===== config.mk =====
export PLATFORM = sky130hd
export DESIGN_NAME = pixel_frame_arbiter
export DESIGN_NICKNAME = d
export VERILOG_FILES = /design/src/rtl/pixel_frame_arbiter.sv
export SDC_FILE = /design/constraint.sdc
export NUM_CORES = 1
export LEC_CHECK = 0
export ABC_CLOCK_PERIOD_IN_PS = 4100
export CORE_ASPECT_RATIO = 1.2
export CORE_UTILIZATION = 45
export CTS_CLUSTER_DIAMETER = 100
export DETAILED_ROUTE_END_ITERATION = 7
export PLACE_DENSITY_LB_ADDON = 0.3
export SYNTH_ARGS = -nofsm -noshare
export SYNTH_HDL_FRONTEND = slang
export SYNTH_SLANG_ARGS = --single-unit

===== constraint.sdc =====
create_clock -name clk -period 4.1 [get_ports clk]
set_clock_uncertainty 0.15 [all_clocks]
set_input_delay 0.82 -clock clk [delete_from_list [all_inputs] [get_ports clk]]
set_output_delay 0.82 -clock clk [all_outputs]
set_load 0.02 [all_outputs]

===== src/rtl/pixel_frame_arbiter.sv =====
// -----------------------------------------------------------------------------
// pixel_frame_arbiter
//
// Shares one downstream pixel stream between two upstream pixel sources at
// frame granularity. The arbiter locks onto a source when that source presents
// its frame-start pixel (row 0, col 0). From then on it forwards only that
// source until the source's last pixel (row HEIGHT-1, col WIDTH-1), or until
// the source has been silent for TIMEOUT consecutive cycles. After a release
// the other source is preferred for the next lock (round-robin). The streams
// carry no backpressure, so beats from the source that is not forwarded are
// discarded.
//
// Ports
//   clk                      clock
//   rst_n                    synchronous reset, active low
//   enable                   1 = new locks allowed; 0 = finish the current
//                            frame, then stay idle
//   s0_pixel/valid/row/col   source 0 beat (pixel width PW, 16-bit coords)
//   s1_pixel/valid/row/col   source 1 beat
//   m_pixel/valid/row/col    forwarded beat, one cycle after the input beat;
//                            pixel/row/col hold while m_valid is 0
//   grant                    one-hot owner: 01 = s0, 10 = s1, 00 = none
//   frame_done               one-cycle pulse with the owner's last pixel
//   timeout                  one-cycle pulse on a forced (silence) release
//   drop_cnt0/drop_cnt1      saturating 32-bit counts of valid beats per
//                            source that were not forwarded; present only
//                            when PFA_DROP_COUNT_EN is defined
//
// Configuration macro
//   PFA_DROP_COUNT_EN        adds the drop counters and their output ports
//
// Pixel format: PW = FP_M + FP_N + FP_S bits (integer, fraction, sign). The
// arbiter only moves pixels, so the format affects nothing but the width.
// -----------------------------------------------------------------------------
module pixel_frame_arbiter #(
  parameter int FP_M    = 8,
  parameter int FP_N    = 0,
  parameter int FP_S    = 0,
  parameter int WIDTH   = 640,
  parameter int HEIGHT  = 480,
  parameter int TIMEOUT = 4096,
  localparam int PW     = FP_M + FP_N + FP_S
) (
  input  logic          clk,
  input  logic          rst_n,
  input  logic          enable,
  input  logic [PW-1:0] s0_pixel,
  input  logic          s0_valid,
  input  logic [15:0]   s0_row,
  input  logic [15:0]   s0_col,
  input  logic [PW-1:0] s1_pixel,
  input  logic          s1_valid,
  input  logic [15:0]   s1_row,
  input  logic [15:0]   s1_col,
  output logic [PW-1:0] m_pixel,
  output logic          m_valid,
  output logic [15:0]   m_row,
  output logic [15:0]   m_col,
  output logic [1:0]    grant,
  output logic          frame_done,
  output logic          timeout
`ifdef PFA_DROP_COUNT_EN
  ,
  output logic [31:0]   drop_cnt0,
  output logic [31:0]   drop_cnt1
`endif
);

  typedef enum logic [1:0] {
    IDLE  = 2'd0,
    LOCK0 = 2'd1,
    LOCK1 = 2'd2
  } state_t;

  // The idle counter must be able to hold TIMEOUT itself (saturation value).
  localparam int            CW       = $clog2(TIMEOUT + 1);
  localparam logic [CW-1:0] TO_LIMIT = CW'(TIMEOUT);
  localparam logic [15:0]   LAST_ROW = 16'(HEIGHT - 1);
  localparam logic [15:0]   LAST_COL = 16'(WIDTH - 1);

  state_t        state;
  logic          rr_ptr;     // source preferred on a simultaneous start
  logic [CW-1:0] idle_cnt;   // consecutive silent cycles of the owner

  // Frame boundary markers per source.
  logic start0, start1, last0, last1;

  assign start0 = s0_valid && (s0_row == 16'd0)     && (s0_col == 16'd0);
  assign start1 = s1_valid && (s1_row == 16'd0)     && (s1_col == 16'd0);
  assign last0  = s0_valid && (s0_row == LAST_ROW)  && (s0_col == LAST_COL);
  assign last1  = s1_valid && (s1_row == LAST_ROW)  && (s1_col == LAST_COL);

  // Per-cycle decision: which source (if any) is forwarded this cycle and
  // whether the lock ends on this cycle.
  logic          take;     // a beat is forwarded this cycle
  logic          sel;      // source index of the forwarded / owning source
  logic          done;     // forwarded beat is the owner's last pixel
  logic          expire;   // owner silent for TIMEOUT cycles
  logic [CW-1:0] cnt_inc;  // saturating increment of the idle counter

  // NOTE: every signal assigned in always_comb gets a default at the top of
  // the block, so no path leaves it unassigned and no latch is inferred.
  always_comb begin
    take    = 1'b0;
    sel     = rr_ptr;
    done    = 1'b0;
    expire  = 1'b0;
    cnt_inc = (idle_cnt == TO_LIMIT) ? idle_cnt : idle_cnt + CW'(1);

    unique case (state)
      IDLE: begin
        if (enable && (start0 || start1)) begin
          take = 1'b1;
          // Simultaneous starts go to the round-robin favourite; otherwise
          // whichever source is starting wins.
          sel  = (start0 && start1) ? rr_ptr : start1;
        end
      end
      LOCK0: begin
        sel  = 1'b0;
        take = s0_valid;
      end
      LOCK1: begin
        sel  = 1'b1;
        take = s1_valid;
      end
      default: begin
        take = 1'b0;
      end
    endcase

    // A start pixel that is also the last pixel (1x1 frame) releases in the
    // same cycle it locks, so done is evaluated for IDLE takes as well.
    done   = take && (sel ? last1 : last0);
    expire = (state != IDLE) && !take && (cnt_inc == TO_LIMIT);
  end

  // NOTE: reset is synchronous (sampled only on the clock edge) and all
  // sequential state uses non-blocking assignments so every register sees
  // the pre-edge values of the others.
  always_ff @(posedge clk) begin
    if (!rst_n) begin
      state      <= IDLE;
      rr_ptr     <= 1'b0;
      idle_cnt   <= '0;
      m_pixel    <= '0;
      m_valid    <= 1'b0;
      m_row      <= '0;
      m_col      <= '0;
      grant      <= 2'b00;
      frame_done <= 1'b0;
      timeout    <= 1'b0;
    end else begin
      m_valid    <= take;
      frame_done <= done;
      timeout    <= expire;

      // Data registers load only on a forwarded beat, so the dropped source
      // never reaches the outputs and the last forwarded beat is held.
      if (take) begin
        m_pixel <= sel ? s1_pixel : s0_pixel;
        m_row   <= sel ? s1_row   : s0_row;
        m_col   <= sel ? s1_col   : s0_col;
      end

      // grant follows the owner: it rises with the first forwarded beat,
      // stays up through the release beat, and drops at once on a timeout.
      if ((take || (state != IDLE)) && !expire) begin
        grant <= {sel, ~sel};
      end else begin
        grant <= 2'b00;
      end

      if (done || expire) begin
        state    <= IDLE;
        rr_ptr   <= ~sel;
        idle_cnt <= '0;
      end else if (take) begin
        // Covers a new lock and an owner restarting its frame alike.
        state    <= sel ? LOCK1 : LOCK0;
        idle_cnt <= '0;
      end else if (state != IDLE) begin
        idle_cnt <= cnt_inc;
      end
    end
  end

`ifdef PFA_DROP_COUNT_EN
  // Any valid beat that is not the forwarded one is a drop: the loser of a
  // lock, a non-owner while locked, or any beat refused while idle.
  logic drop0, drop1;

  assign drop0 = s0_valid && !(take && !sel);
  assign drop1 = s1_valid && !(take &&  sel);

  always_ff @(posedge clk) begin
    if (!rst_n) begin
      drop_cnt0 <= '0;
      drop_cnt1 <= '0;
    end else begin
      if (drop0 && (drop_cnt0 != 32'hFFFF_FFFF)) begin
        drop_cnt0 <= drop_cnt0 + 32'd1;
      end
      if (drop1 && (drop_cnt1 != 32'hFFFF_FFFF)) begin
        drop_cnt1 <= drop_cnt1 + 32'd1;
      end
    end
  end
`endif

endmodule


; ---- Word-level counts from Yosys, hierarchy flattened
; Index checks and enable logic that the tools add are counted.
[totals]
reg_bits = 61
out_inout_bits = 45
wordCells = 60
[classes]
mux = 11
n_bitwise = 2
n_addsub = 1
n_reduce_logical = 28
eq_ne = 8
[op_table]
columns = operator, count
row1 = zero test 16 bit, 4
row2 = "equality test 16 x 10 -> 1 bit, second input constant", 2
row3 = "equality test 16 x 9 -> 1 bit, second input constant", 2
row4 = two-way mux 16 bit, 2
row5 = "equality test 13 bit, second input constant", 2
row6 = logical AND 1 bit, 14
row7 = "adder 13 x 1 -> 13 bit, second input constant", 1
row8 = two-way mux 13 bit, 1
row9 = two-way mux 8 bit, 1
row10 = one-hot mux 1 bit (3 select lines), 2
row11 = two-way mux 1 bit, 4
row12 = logical OR 1 bit, 3
row13 = OR reduction 3 bit, 1
row14 = "equality test 2 x 1 -> 1 bit, second input constant", 1
row15 = "equality test 2 bit, second input constant", 1
row16 = zero test 1 bit, 2
row17 = zero test 2 bit, 1
row18 = two-way mux 2 bit, 1
row19 = inverter 1 bit, 2
row20 = AND reduction 2 bit, 1
row21 = nonzero test 2 bit, 1
row22 = OR reduction 2 bit, 1

; ---- Depth between registers and ports, before layout
; Gate-level depths: netlist (run 1).
[logic_depth]
word_depth = 13
ltp_mapped = 10
mapped_depth_nobuf = 8

; ---- Worst setup path after synthesis (run 1)
; OpenSTA, ideal clock, no wires.
[synth_path]
kind = input port to flip-flop
from = in s1_row[12]
to = reg state[1]
n_path_buf = 0
setup_slack_ps = 1334
t_arrival_ps = 2546
t_required_ps = 3880
setup_time_ps = 70
path_stages = 6
cell_sequence = nor4_1 > nand4_1 > or3_4 > a31o_1 > or4_1 > a21oi_1
[synth_between]
elab_chain_len = 12
elab_cells_between_ends = 22
classes_between = eq/ne: 1 / mux: 7 / reduce/logical: 14
[synth_lines]
columns = item, line
row1 = from (decl), 53  ; input logic [15:0] s1_row,
row2 = zero test 16 bit, 89  ; assign start1 = s1_valid && (s1_row == 16'd0) && (s1_col == 16'd0);
row3 = logical AND 1 bit (2 in a row), 89
row4 = logical OR 1 bit, 112  ; if (enable && (start0 || start1)) begin
row5 = logical AND 1 bit, 112
row6 = two-way mux 1 bit, 112
row7 = one-hot mux 1 bit (3 select lines), 110  ; unique case (state)
row8 = zero test 1 bit, 135  ; expire = (state != IDLE) && !take && (cnt_inc == TO_LIMIT);
row9 = logical AND 1 bit (2 in a row), 135
row10 = logical OR 1 bit, 174  ; if (done || expire) begin
row11 = OR reduction 2 bit (no line), --
row12 = to (signal assigned), 180  ; state <= sel ? LOCK1 : LOCK0;
row13 = to (decl), 81  ; state_t state;
; Parallel ways exist; a longest one is shown, timed or not.
; A chain may end at the register's enable or synchronous reset.

; ---- Final worst setup path (run 1)
[layout_path]
from = in s0_col[8]
to = reg m_col[5]
[layout_between]
elab_chain_len = 7
elab_cells_between_ends = 11
classes_between = mux: 6 / reduce/logical: 5
[layout_lines]
columns = item, line
row1 = from (decl), 50  ; input logic [15:0] s0_col,
row2 = zero test 16 bit (*), 88  ; assign start0 = s0_valid && (s0_row == 16'd0) && (s0_col == 16'd0);
row3 = logical AND 1 bit (*), 88
row4 = logical AND 1 bit / logical OR 1 bit (equally long branches), "116, 112"
row5 = two-way mux 1 bit / logical AND 1 bit (equally long branches), "116, 112"
row6 = two-way mux 1 bit, 112
row7 = one-hot mux 1 bit (3 select lines), 110
row8 = two-way mux 16 bit, 163  ; m_col <= sel ? s1_col : s0_col;
row9 = to (signal assigned), 163
row10 = to (decl), 58  ; output logic [15:0] m_col,
; Mark *: on every way between the ends. The rest lies on a longest branch, timed or not.

==> impl_metrics.yaml, run 1 <==
outcome:
  status: "finished, final reports clean"
critical_path:
  cp-end-kind: "flop"
  slowest_delay_ns: 0.72
  ff2ff_setup_slack_ns: 1.51
  arrival_ns: 3.74
  critPathMaxFanout: 16
  path_cells: "clkdlybuf4s50_1 -> nor4_1 -> and4_1 -> nand3_1 -> a311oi_4 -> buf_4 -> o21ai_0 -> a31oi_1"
  worstSetupPathType: "in -> reg"
  worstReg2RegStart: "idle_cnt[6]"
  crit_family: "simple AND/OR/NAND/NOR gates"
  r2r-end: "grant[1]"
  crit_buf_inv: 2
  cp-start-kind: "input port"
  critPathSlowestCell: "a311oi_4"
  reg2reg_depth: 6
  cp_data_required_time_ns: 4.21
run:
  maxCapViolations: 0
global_route:
  grt_pass1_vias: 3736
  grt_antenna_before_repair: 0
  grt_max_degree: 82
  grt_first_pass_wirelength_um: 17530
  grt_usage: 0.2967
  gr-total-overflow: 0
logic_synthesis:
  synth_area_mm2: 0.003294
  ys_seq_area_frac: 0.3707
  yosys_warnings: 0
  syn_avg_cell_area_um2: 7.715
  ys_ff_latch: 61
  synthCells: 427
  synth-async-reset-ratio: 0
  synth_flop_cell: "dfxtp_1"
  synth-edff-count: 0
  syn_nets: 514
  synth.distinct_cells: 50
timing:
  finalSetupViolCount: 0
  worstMarginPinSlew_ns: 0.6920
  hold_viol_final: 0
  fin_crit_sh: 0.8849
  fin_setup_tns_ns: 0
  timing.fmax_mhz: 275.6
  rsz0062_at_grt: "no"
  slew_viol_final: 0
  fin_crit_ns: 3.628
  slew_headroom: 0.5387
floorplanning:
  ios: 130
  rows: 33
  die_h_um: 95.73
  die_w_um: 80.11
  die_area_mm2: 0.007668
  start_util: 0.4749
  core_area_mm2: 0.006937
detailed_routing:
  ant_nets: 0
  drc: 0
  wl_per_cell_um: 17.50
  drt-initial-drc-count: 245
  vias: 3897
  via_per_inst: 6.166
  wirelength_um: 11060
  dr.pass1.iters: 5
final_layout:
  antennaDiodeCount: 0
  layout_common_cells: "clkdlybuf4s50_1 (129), o21ai_0 (83), dfxtp_1 (61)"
  fin_nets: 627
  layout-drive-gt1-share: 0.06422
  area_delta_synth_final_pct: 48.01
  regArea_mm2: 0.001221
  stdcell_area_mm2: 0.004876
  layout_commonest_cell: "clkdlybuf4s50_1"
  multi_input_area_mm2: 0.001892
  n_fill_cell: 561
hold_path:
  min-delay-start: "idle_cnt[12]"
  whs_endpoint: "idle_cnt[12]"
  hold_path_class: "reg -> reg"
  holdPathStages: 1
clock_tree:
  clock-root-buffer: "clkbuf_8"
  cts-resized-gates: 0
  cts_buffers: 9
  htreeDepth: 3
  cts_setup_buffers: 0
  clock_latency_ns: 0.34
  clock_sinks: 61
  max-clock-path-buffers: 2
  holdBufCountCts: 0
  cts.clk_slew.worst_paths_ns: 0.07
  cts_tree: "done"
pwr:
  irDropWorstVdd_v: 0.0001603
  p_switching_uw: 362.4
  netSwitchingFraction: 0.2568
  pwr-share-clk: 0.401
  power_frac_comb: 0.177
  p_leak_nw: 1.611
  powerDensity_mw_per_mm2: 289.4
  seqPwrFrac: 0.422
  p_int_mw: 1.049
placed_design:
  placed_area_mm2: 0.004666
  place_congestion: 0.9095
  io_buffer_count: 129
  dp_hpwl_um: 7876
-- worst max path at each step --
stage          slack [ns]         end  cells after the start  startpoint
6_report             0.47    m_col[5]                      8   s0_col[8]
4_1_cts              0.47    m_col[5]                      8   s0_col[7]
2_1_floorplan        1.33    state[1]                      6  s1_row[12]
3_3_place_gp         0.23   m_col[13]                      8   s0_col[7]
5_1_grt              0.34    m_col[5]                      8   s0_col[7]
3_5_place_dp         0.19  m_pixel[5]                      8   s0_col[7]
-- sequential cells by signal, summed over array words and instances (netlist names) --
| name | cells |
|---|---|
| frame_done | 1 |
| grant | 2 |
| idle_cnt | 13 |
| m_col | 16 |
| m_pixel | 8 |
| m_row | 16 |
| m_valid | 1 |
| rr_ptr | 1 |
| state | 2 |
| timeout | 1 |
-- power by group through the flow --
stage / Sequential, mW / Combinational (mW) / Clock [mW]
after CTS: 0.595 / 0.247 / 0.570
after detailed placement: 0.608 / 0.245 / 0
after global routing: 0.595 / 0.269 / 0.594
final: 0.595 / 0.250 / 0.566
after global placement: 0.608 / 0.241 / 0
after floorplan: 0.608 / 0.107 / 0
-- area by class of cell --
type	count	share of cell area
clock inverters	4	0.009238
repair buffers	141	0.2884
inverters	10	0.007698
flip-flops and latches	61	0.2504
multi-input cells	317	0.3880
clock buffers	12	0.03387
well taps	87	0.02232
-- per-stage QoR --
step                      setup slack, ns  hold WS, ns  instances  total power [mW]  utilization
after global placement             0.2330       0.3481        616            0.8496       0.6726
after detailed placement           0.1857       0.3691        616            0.8530       0.6726
final                              0.4720       0.3831        632             1.411       0.7029
after CTS                          0.4681       0.3822        632             1.412       0.7029
after global routing               0.3401       0.4174        632             1.458       0.7029
after floorplan                     1.334       0.3328        427            0.7153            -
-- worst reg2reg max path, cell delays in order, from the launching register on --
cell	delay, ns
dfxtp_1	0.54
nand4_1	0.27
nor4_2	0.41
xor2_1	0.20
a31oi_1	0.19
o31ai_1	0.58
nor3_1	0.11
-- synthesized netlist by cell type (4+ instances only) --
library cell  number  area, um^2
o21ai_0           83       415.4
dfxtp_1           61        1221
nand3_1           45       225.2
a31oi_1           43       269.0
nor2_1            23       86.33
clkbuf_1          22       82.58
buf_2             16       80.08
nand4_1           16       100.1
nor4_1            15       93.84
nand2_1           10       37.54
inv_1              9       33.78
nor3_1             9       45.04
xnor2_1            8       70.07
a21oi_1            7       35.03
xor2_1             7       61.31
and4_1             4       35.03
or3_1              4       25.02
-- logic make-up after synthesis --
kind of cell / after synthesis / share of synthesized area
AOI/OAI and AO/OA: 157 / 0.2803
and+or+nand+nor: 142 / 0.2362
DFF: 61 / 0.3707
buffers and inverters: 49 / 0.06228
xor gates and xnor gates: 15 / 0.03988
adders and majority gates: 2 / 0.007595
muxes: 1 / 0.003038
-- metal layers --
| metal | track usage | wire, um |
|---|---|---|
| met4 | 0.1801 | 474 |
| met5 | 0 | 0 |
| met1 | 0.3372 | 4186 |
| met2 | 0.5199 | 5665 |
| met3 | 0.04739 | 735 |
(Power assumes the default switching activity.)
==> run 2: changes to the inputs <==
CORE_ASPECT_RATIO = 0.8   (was 1.2)
==> run 2 against run 1 <==
Effect of this change:
- the run now ends with design-rule violations left
- first-iteration DRC count rose by 51%
- combinational power fell by 2%
- clock power fell by 7.1%
- hold slack got worse by 0.0032 ns
- critical path type unchanged
- sequential share of layout area rose by 0.13 points
- worst setup slack improved by 0.027 ns
- critical endpoint unchanged
- wire length rose by 2.2%
- register-to-register slack got worse by 0.37 ns
==> impl_metrics.yaml, run 2 (synthesis gave the netlist of run 1 again) <==
clock_tree:
  cts_setup_buffers: 0
  clock_latency_ns: 0.33
  clock-root-buffer: "clkbuf_8"
  cts_tree: "done"
  cts-resized-gates: 0
  htreeDepth: 3
  clock_sinks: 61
  cts.clk_slew.worst_paths_ns: 0.07
  max-clock-path-buffers: 2
  holdBufCountCts: 0
  cts_buffers: 9
final_layout:
  final_core_util: 0.6937
  area_delta_synth_final_pct: 47.25
  layout_commonest_cell: "clkdlybuf4s50_1"
  fin_nets: 626
  layout-drive-gt1-share: 0.05882
  reg.largest.list: "m_col: 16 flops, m_row: 16 flops, idle_cnt: 13 flops"
  layout_common_cells: "clkdlybuf4s50_1 (129), o21ai_0 (83), dfxtp_1 (61)"
  antennaDiodeCount: 0
global_route:
  grt_first_pass_wirelength_um: 17970
  grt_pass1_vias: 3573
  grt_antenna_before_repair: 0
  gr-total-overflow: 0
  grt_usage: 0.2957
  grt_max_degree: 45
timing:
  timing.fmax_mhz: 277.7
  fin_crit_sh: 0.8782
  worstMarginPinSlew_ns: 0.7994
  slew_headroom: 0.4671
  fin_setup_tns_ns: 0
  slew_viol_final: 0
  fin_crit_ns: 3.601
  finalSetupViolCount: 0
  rsz0062_at_grt: "no"
  hold_viol_final: 0
pwr:
  p_int_mw: 1.007
  power_frac_comb: 0.179
  irDropWorstVdd_v: 0.0002067
  p_total_mw: 1.365
  pwr-share-clk: 0.386
  seqPwrFrac: 0.436
  p_switching_uw: 357.7
  netSwitchingFraction: 0.2620
  powerDensity_mw_per_mm2: 281.4
  p_leak_nw: 1.590
floorplanning:
  ios: 130
  core_area_mm2: 0.006993
  die_w_um: 97.66
  rows: 27
  die_h_um: 78.53
  start_util: 0.4711
  die_area_mm2: 0.007669
detailed_routing:
  dr.pass1.iters: 7
  wl_per_cell_um: 17.91
  via_per_inst: 6.211
  ant_nets: 0
  wirelength_um: 11300
  vias: 3919
  drt-initial-drc-count: 371
  drc: 24
placed_design:
  place_congestion: 0.8964
  dp_hpwl_um: 8000
  io_buffer_count: 129
outcome:
  status: "complete, but fails checks"
  violations: "design-rule violations"
critical_path:
  worstSetupPathType: "in -> reg"
  cp_data_required_time_ns: 4.20
  arrival_ns: 3.70
  cp-end-kind: "flop"
  critPathMaxFanout: 25
  cp-start-kind: "input port"
hold_path:
  hold_path_class: "reg -> reg"
run:
  maxCapViolations: 0
[run 2: cell count changes in the layout (fill, tap and decap cells not counted)]
cell	delta
clkbuf_1	+2
clkbuf_8	-2
buf_4	-1
clkinv_2	-1
clkinvlp_4	+1
[run 2: power by group through the flow]
stage / registers (mW) / logic (mW) / clock network, mW
final: 0.595 / 0.244 / 0.526
after detailed placement: 0.608 / 0.236 / 0
after global routing: 0.595 / 0.263 / 0.561
after global placement: 0.608 / 0.233 / 0
after CTS: 0.595 / 0.238 / 0.534
after floorplan: 0.608 / 0.107 / 0
[run 2: cell type report]
cell class	instances	area, um^2
clock buffers	12	145.1
inverters	10	37.54
well taps	87	108.9
flip-flops and latches	61	1221
repair buffers	140	1399
multi-input cells	317	1892
fillers	567	2142
clock inverters	4	47.55
[run 2: path summary, 6_finish.rpt]
| check | from | end | slack [ns] | depth (start not counted) |
|---|---|---|---|---|
| max reg2reg | idle_cnt[6] | idle_cnt[12] | 1.14 | 7 |
| min | m_row[8] | m_row[8] | 0.38 | 2 |
| min reg2reg | m_row[8] | m_row[8] | 0.38 | 2 |
| max | s0_row[4] | m_col[5] | 0.50 | 8 |
[run 2: routing by layer]
metal	GRT usage	vias up	part of all wire
met5	0	-	0
met4	0.1015	0	0.018
met3	0.09528	22	0.12
met2	0.4496	242	0.43
met1	0.3936	1808	0.43
li1	-	1847	-
[run 2: worst max-delay path: stages]
cell	delay [ns]
clkdlybuf4s50_1	0.45
nor4_1	0.48
and4_1	0.29
a31oi_1	0.15
a311oi_4	0.75
buf_4	0.40
o21ai_0	0.13
a31oi_1	0.21
[run 2: through the flow]
step / cells / setup WS [ns] / cell area [um^2] / hold slack (ns)
final: 631 / 0.4992 / 4851 / 0.3799
after global routing: 631 / 0.3447 / 4851 / 0.3980
after CTS: 631 / 0.5999 / 4851 / 0.3758
after detailed placement: 615 / 0.2643 / 4658 / 0.3625
after global placement: 615 / 0.3310 / 4658 / 0.3543
after floorplan: 427 / 1.334 / 3294 / 0.3328
==> run 3: changes to the inputs <==
MAX_ROUTING_LAYER = met4   (was default)
SLEW_MARGIN = 10   (was default)
==> run 3 against run 2 <==
Effect of this change:
- the flow still finishes with violations (design-rule violations)
- flip-flop and latch count unchanged
- critical path depth unchanged
- wire length grew 0.96%
- largest cell class unchanged
- highest routed layer unchanged
==> impl_metrics.yaml, run 3 (synthesis gave the netlist of run 1 again) <==
outcome:
  status: "complete, but fails checks"
  violations: "design-rule violations"
final_layout:
  area_delta_synth_final_pct: 47.25
  final_core_util: 0.6937
  antennaDiodeCount: 0
  fin_nets: 626
  layout-drive-gt1-share: 0.05882
  fin_cells: 631
  layout_commonest_cell: "clkdlybuf4s50_1"
  reg.largest.list: "m_col: 16 flops, m_row: 16 flops, idle_cnt: 13 flops"
  layout_common_cells: "clkdlybuf4s50_1 (129), o21ai_0 (83), dfxtp_1 (61)"
timing:
  fin_crit_ns: 3.611
  timing.fmax_mhz: 276.9
  rsz0062_at_grt: "no"
  slew_headroom: 0.4818
  fin_setup_tns_ns: 0
  hold_viol_final: 0
  slew_viol_final: 0
  worstMarginPinSlew_ns: 0.7773
  fin_crit_sh: 0.8808
  finalSetupViolCount: 0
clock_tree:
  clock_latency_ns: 0.34
  htreeDepth: 3
  cts_setup_buffers: 0
  holdBufCountCts: 0
  max-clock-path-buffers: 2
  cts_buffers: 9
  cts_tree: "done"
  cts-resized-gates: 0
  cts.clk_slew.worst_paths_ns: 0.07
  clock-root-buffer: "clkbuf_8"
  clock_sinks: 61
pwr:
  powerDensity_mw_per_mm2: 282.3
  p_switching_uw: 361.9
  pwr-share-clk: 0.388
  power_frac_comb: 0.178
  netSwitchingFraction: 0.2643
  seqPwrFrac: 0.434
  p_leak_nw: 1.590
  p_int_mw: 1.007
  irDropWorstVdd_v: 0.0002134
floorplanning:
  core_area_mm2: 0.006993
  die_w_um: 97.66
  start_util: 0.4711
  die_h_um: 78.53
  rows: 27
  ios: 130
  die_area_mm2: 0.007669
global_route:
  grt_antenna_before_repair: 0
  grt_pass1_vias: 3606
  gr-total-overflow: 0
  use_met1: 0.4022
  grt_max_degree: 45
  grt_use_met3: 0.09439
  grt_first_pass_wirelength_um: 17950
  use_met2: 0.4355
  busiest_layer: "met2"
  grt_usage: 0.3048
critical_path:
  critPathMaxFanout: 25
  cp-end-kind: "flop"
  cp-start-kind: "input port"
  arrival_ns: 3.73
  worstSetupPathType: "in -> reg"
  cp_data_required_time_ns: 4.22
detailed_routing:
  vias: 3974
  dr.pass1.iters: 8
  wirelength_um: 11410
  drt-initial-drc-count: 396
  ant_nets: 0
  wl_per_cell_um: 18.08
  drc: 25
  via_per_inst: 6.298
hold_path:
  hold_path_class: "reg -> reg"
placed_design:
  io_buffer_count: 129
  dp.cells: 615
  place_congestion: 0.9190
  dp_hpwl_um: 8106
run:
  maxCapViolations: 0
run 3: cell counts in the layout (fill, tap and decap cells not counted):
Identical to the previous run, type by type.
run 3: metal layers:
metal,wire (um),vias up
met5,0,-
li1,-,1852
met1,4983,1817
met2,4825,268
met4,306,0
met3,1294,37
run 3: layout make-up:
cell class / instances / area, um^2
fillers: 576 / 2142
multi-input cells: 317 / 1892
repair buffers: 140 / 1399
flip-flops and latches: 61 / 1221
clock buffers: 12 / 145.1
well taps: 87 / 108.9
clock inverters: 4 / 47.55
inverters: 10 / 37.54
run 3: worst max-delay path, cell delays in order:
cell,delay (ns)
clkdlybuf4s50_1,0.43
nor4_1,0.49
and4_1,0.34
a31oi_1,0.17
a311oi_4,0.74
buf_4,0.39
o21ai_0,0.14
a31oi_1,0.20
run 3: power groups by stage:
| stage | clock network (mW) | registers, mW | logic, mW |
|---|---|---|---|
| floorplan | 0 | 0.608 | 0.107 |
| global placement | 0 | 0.609 | 0.234 |
| detailed placement | 0 | 0.608 | 0.238 |
| CTS | 0.535 | 0.595 | 0.239 |
| global route | 0.564 | 0.595 | 0.260 |
| finish | 0.531 | 0.595 | 0.243 |
run 3: path summary, 6_finish.rpt:
check	depth (start not counted)	start	to	slack (ns)
max	8	s0_col[7]	m_col[4]	0.49
min reg2reg	1	idle_cnt[12]	idle_cnt[12]	0.37
min	1	idle_cnt[12]	idle_cnt[12]	0.37
max reg2reg	7	idle_cnt[6]	idle_cnt[12]	1.19
run 3: per-stage QoR:
| stage | cell area (um^2) | total power, mW | hold WS, ns | setup WS, ns |
|---|---|---|---|---|
| floorplan | 3294 | 0.7153 | 0.3328 | 1.334 |
| global placement | 4658 | 0.8421 | 0.3523 | 0.3248 |
| detailed placement | 4658 | 0.8464 | 0.3642 | 0.2332 |
| CTS | 4851 | 1.370 | 0.3755 | 0.5728 |
| global route | 4851 | 1.419 | 0.4029 | 0.4097 |
| finish | 4851 | 1.369 | 0.3734 | 0.4887 |
